### config.mk
export PLATFORM = sky130hd
export DESIGN_NAME = serial_addsub
export DESIGN_NICKNAME = d
export VERILOG_FILES = /design/src/rtl/serial_addsub.sv
export SDC_FILE = /design/constraint.sdc
export NUM_CORES = 1
export LEC_CHECK = 0
export ABC_AREA = 1
export CAP_MARGIN = 20
export CORE_ASPECT_RATIO = 1.2
export CORE_UTILIZATION = 45
export DETAILED_ROUTE_END_ITERATION = 6
export PLACE_DENSITY = 0.79
export SLEW_MARGIN = 20
export SYNTH_ARGS = -nofsm -noshare
export SYNTH_HDL_FRONTEND = slang
export SYNTH_SLANG_ARGS = --single-unit
### constraint.sdc
create_clock -name clk -period 2.9 [get_ports clk]
set_input_delay 0.87 -clock clk [delete_from_list [all_inputs] [get_ports clk]]
set_output_delay 0.87 -clock clk [all_outputs]
set_load 0.01 [all_outputs]
### src/rtl/serial_addsub.sv
// serial_addsub: digit-serial two's-complement add/sub, DIGIT bits per clock, LSB first (saturation via SERIAL_ADDSUB_SAT_EN)
module serial_addsub #(
  parameter int WIDTH = 8,
  parameter int DIGIT = 1
) (
  input  logic             clk,
  input  logic             rst,
  input  logic             start,
  input  logic             sub,
  input  logic [WIDTH-1:0] a,
  input  logic [WIDTH-1:0] b,
  output logic             busy,
  output logic             done,
  output logic [WIDTH-1:0] result,
  output logic             cb,
  output logic             ovf,
  output logic             zero
);
  localparam int N = WIDTH / DIGIT;
  localparam int CW = $clog2(N + 1);
  localparam logic [CW-1:0] LAST = CW'(N - 1);
  if (WIDTH < 2 || WIDTH % DIGIT != 0) begin : g_param_check
    $error("serial_addsub: WIDTH must be >= 2 and a multiple of DIGIT");
  end
  typedef enum logic [1:0] {IDLE, RUN, DONE} state_t;
  state_t state_q, state_d;
  logic [CW-1:0] cnt_q, cnt_d;
  logic [WIDTH-1:0] a_q, a_d, b_q, b_d, acc_q, acc_d, result_q, result_d, raw, fin;
  logic carry_q, carry_d, sub_q, sub_d, a_msb_q, a_msb_d, b_msb_q, b_msb_d;
  logic cb_q, cb_d, ovf_q, ovf_d, zero_q, zero_d;
  logic [DIGIT:0] sum;
  logic load, run, last, ovf_w;
  always_comb begin
    load = start && state_q != RUN;
    run = state_q == RUN;
    last = run && cnt_q == LAST;
    sum = {1'b0, a_q[DIGIT-1:0]} + {1'b0, b_q[DIGIT-1:0]} + {{DIGIT{1'b0}}, carry_q};
    raw = WIDTH'({sum[DIGIT-1:0], acc_q} >> DIGIT);
    ovf_w = (a_msb_q == b_msb_q) && (raw[WIDTH-1] != a_msb_q);
`ifdef SERIAL_ADDSUB_SAT_EN
    fin = ovf_w ? {a_msb_q, {(WIDTH-1){~a_msb_q}}} : raw;
`else
    fin = raw;
`endif
    state_d = load ? RUN : last ? DONE : state_q == DONE ? IDLE : state_q;
    cnt_d = load ? '0 : run ? cnt_q + CW'(1) : cnt_q;
    a_d = load ? a : run ? a_q >> DIGIT : a_q;
    b_d = load ? (sub ? ~b : b) : run ? b_q >> DIGIT : b_q;
    carry_d = load ? sub : run ? sum[DIGIT] : carry_q;
    sub_d = load ? sub : sub_q;
    a_msb_d = load ? a[WIDTH-1] : a_msb_q;
    b_msb_d = load ? (sub ? ~b[WIDTH-1] : b[WIDTH-1]) : b_msb_q;
    acc_d = run ? raw : acc_q;
    // visible outputs only change on the final digit edge; acc_q does the shifting
    result_d = last ? fin : result_q;
    cb_d = last ? (sub_q ? ~sum[DIGIT] : sum[DIGIT]) : cb_q;
    ovf_d = last ? ovf_w : ovf_q;
    zero_d = last ? fin == '0 : zero_q;
  end
  always_ff @(posedge clk) begin
    if (rst) begin
      state_q <= IDLE;
      cnt_q <= '0;
      a_q <= '0;
      b_q <= '0;
      acc_q <= '0;
      carry_q <= 1'b0;
      sub_q <= 1'b0;
      a_msb_q <= 1'b0;
      b_msb_q <= 1'b0;
      result_q <= '0;
      cb_q <= 1'b0;
      ovf_q <= 1'b0;
      zero_q <= 1'b0;
    end else begin
      state_q <= state_d;
      cnt_q <= cnt_d;
      a_q <= a_d;
      b_q <= b_d;
      acc_q <= acc_d;
      carry_q <= carry_d;
      sub_q <= sub_d;
      a_msb_q <= a_msb_d;
      b_msb_q <= b_msb_d;
      result_q <= result_d;
      cb_q <= cb_d;
      ovf_q <= ovf_d;
      zero_q <= zero_d;
    end
  end
  assign busy = state_q == RUN;
  assign done = state_q == DONE;
  assign result = result_q;
  assign cb = cb_q;
  assign ovf = ovf_q;
  assign zero = zero_q;
endmodule

==> impl_metrics.csv <==
group,metric,value,unit
cts,cts_buffers,5,
drt,post_drt_wl_per_cell,10.26,um
critical_path,critPathKind,"register to output pin",
sta,worst_pin_slew,0.4422,ns
job,cap_viol_max_count,0,
critical_path,arrival,1.54,ns
cts,postCtsSetupBuffers,0,
critical_path,worstPathRequired,2.03,ns
global_routing,antenna_found_initial,0,
sta,fin_crit,2.414,ns
global_routing,grt_max_degree,41,
power_and_ir_drop,ir_drop,0.2788,mV
drt,vias,1831,
critical_path,path_max_fanout,6,
sta,slew_viol_final,0,
logic_synthesis,synthMuxAreaShare,0,%
layout,multi_input_area,957.2,sq um
cts,clockBufferDepth,2,
critical_path,start_kind,"register",
cts,hold_buffers,0,
critical_path,endpoint_kind,"output pin",
global_routing,grtUsageTotal,18.68,%
cts,insertion_delay,0.30,ns
drt,drc_errors,0,
die,io_pins,33,
layout,fillers,416,
drt,via_per_inst,4.731,
power_and_ir_drop,p_leak,1.115,nW
layout,diodes,0,
cts,clk_pin_slew,0.08,ns
status,outcome,"completed",
layout,drive_gt1_share,5.136,%
critical_path,slowest_stage,"clkdlybuf4s50_1",
cts,cts_root_buf,"clkbuf_8",
sta,setup_viol,0,
die,rows,26,
sta,slew_headroom,70.49,%
placement,portBuffers,32,
logic_synthesis,netlist_area,2068,sq um
logic_synthesis,ys_seq_area_share,42.59,%
placement,routabilityCongestion,0.7674,
drt,firstDrtPassIters,4,
sta,setup_ws,0.4864,ns
logic_synthesis,synth-xor-area-share,2.117,%
sta,hold_viol,0,
critical_path,crit_family,"buffers and inverters",
placement,preCtsSetupSlack,0.5221,ns
cts,cts_sinks,44,
sta,skew,0.005370,ns
layout,area_growth,20.39,%
drt,drtIter0Drc,120,
critical_path,path_cells,"inv_2, nor2_2, clkdlybuf4s50_1",
logic_synthesis,syn_nets,325,
logic_synthesis,synth.distinct_cells,22,
critical_path,r2r_slack,1.20,ns
logic_synthesis,ys_seq_elements,44,
logic_synthesis,ys.warnings.count,0,
cts,cts_resized,0,
logic_synthesis,avgSynthCellArea,6.826,sq um
sta,period_share,83.23,%
critical_path,slowest_delay,0.57,ns
die,die-area,4872,sq um
layout,seq_area,880.8,sq um
sta,fmax,0.4143,GHz
global_routing,grt_overflow,0,
logic_synthesis,synthSimpleGateAreaFrac,36.78,%
global_routing,grt_pass1_wl,7.224,mm
power_and_ir_drop,p_per_area,523.5,nW/um^2
sta,finalSetupTns,0,ns
placement,hpwlAfterDp,2.875,mm
sta,rsz0062_at_grt,"no",
global_routing,grt_pass1_vias,1779,
cts,cts_tree,"yes",
drt,drtAntennaViolNets,0,
drt,wl,3.972,mm
die,die_w,63.89,um
logic_synthesis,synth_fa_ha_area_share,1.573,%
logic_synthesis,synth_cells,303,
die,dieHeight,76.27,um
layout,finalNetCount,352,
hold_path,hp-class,"register to register",
die,start_util,47.80,%
logic_synthesis,synth_top_family_by_area,"simple AND/OR/NAND/NOR gates",
die,coreArea,4327,sq um
cts,htreeDepth,2,
critical_path,path_buf_inv,2,
logic_synthesis,synth-compound-area-share,5.808,%
## final timing paths
| path | start | endpoint | cells after the start |
|---|---|---|---|
| max | state_q[0] | busy | 3 |
| min | b_q[7] | b_q[7] | 2 |
| max reg2reg | state_q[1] | a_msb_q | 5 |
| min reg2reg | b_q[7] | b_q[7] | 2 |
## synth_stat cells (all sizes together)
cell	n	share of area (%)
nand2	85	16
nor2	57	11
dfxtp	44	43
nand3	37	9.6
inv	33	6.0
buf	13	4.8
a21oi	12	2.9
o21ai	12	2.9
xnor2	4	1.7
clkbuf	2	0.36
fa	1	0.97
ha	1	0.60
nor3b	1	0.60
xor2	1	0.42
## worst register-to-register path, stage by stage (launching register included)
cell     delay, ns
dfxtp_1       0.39
inv_1         0.11
nand2_4       0.32
nand2_1       0.37
nand2_1       0.30
o21ai_0       0.10
## cell type report
cell class | instances | area share (%)
Multi-Input combinational cell | 211 | 38.44
Sequential cell | 44 | 35.38
Timing Repair Buffer | 35 | 13.77
Tap cell | 56 | 2.814
Clock inverter | 3 | 1.859
Clock buffer | 5 | 2.764
Inverter | 33 | 4.975
## layout by cell type (no fill, tap or decap), types with 3 or more instances in the layout
cell type / instances
nand2_1: 84
nand3_1: 36
o21ai_0: 12
nor2_1: 55
xnor2_1: 4
a21oi_1: 12
inv_1: 32
clkbuf_8: 5
clkdlybuf4s50_1: 32
buf_4: 3
dfxtp_1: 44
## per-layer routing
| metal | part of all wire [%] | global-route usage, % | wire length [um] | vias up |
|---|---|---|---|---|
| met3 | 4.1 | 5.389 | 161 | 8 |
| met2 | 49 | 33.09 | 1949 | 41 |
| met1 | 44 | 20.26 | 1766 | 800 |
| met4 | 2.4 | 7.955 | 95 | 0 |
| met5 | 0 | 0 | 0 | - |
| li1 | - | - | - | 982 |
## power by group
group / internal (W) / switching [W]
combinational: 0.0000727 / 0.0000970
sequential: 0.000634 / 0.0000202
clock: 0.000259 / 0.000220
## kinds of logic (layout without fill, tap and decap cells)
group,count (synthesis),in the layout
flops,44,44
simple gates,180,180
xor+xnor,5,5
fa+ha+maj,2,2
buf+inv,48,76
compound gates,24,24
## sequential cells by signal, summed over array words and instances, names as in the netlist
name     cells
zero         1
b_q          8
carry_q      1
result       8
cb           1
ovf          1
cnt_q        4
acc_q        7
sub_q        1
state_q      2
a_msb_q      1
a_q          8
b_msb_q      1
## per-stage QoR
step / instances / utilization [%] / instance area (sq um) / total power, W / hold WS, ns
3_3_place_gp: 379 / 54.89 / 2375 / 0.0008341 / 0.4595
2_1_floorplan: 303 / - / 2068 / 0.0007924 / 0.4434
4_1_cts: 387 / 57.55 / 2490 / 0.001318 / 0.4823
6_report: 387 / 57.55 / 2490 / 0.001303 / 0.4808
5_1_grt: 387 / 57.55 / 2490 / 0.001365 / 0.5109
3_5_place_dp: 379 / 54.89 / 2375 / 0.0008391 / 0.4691
Power figures use the tool's default switching activity.
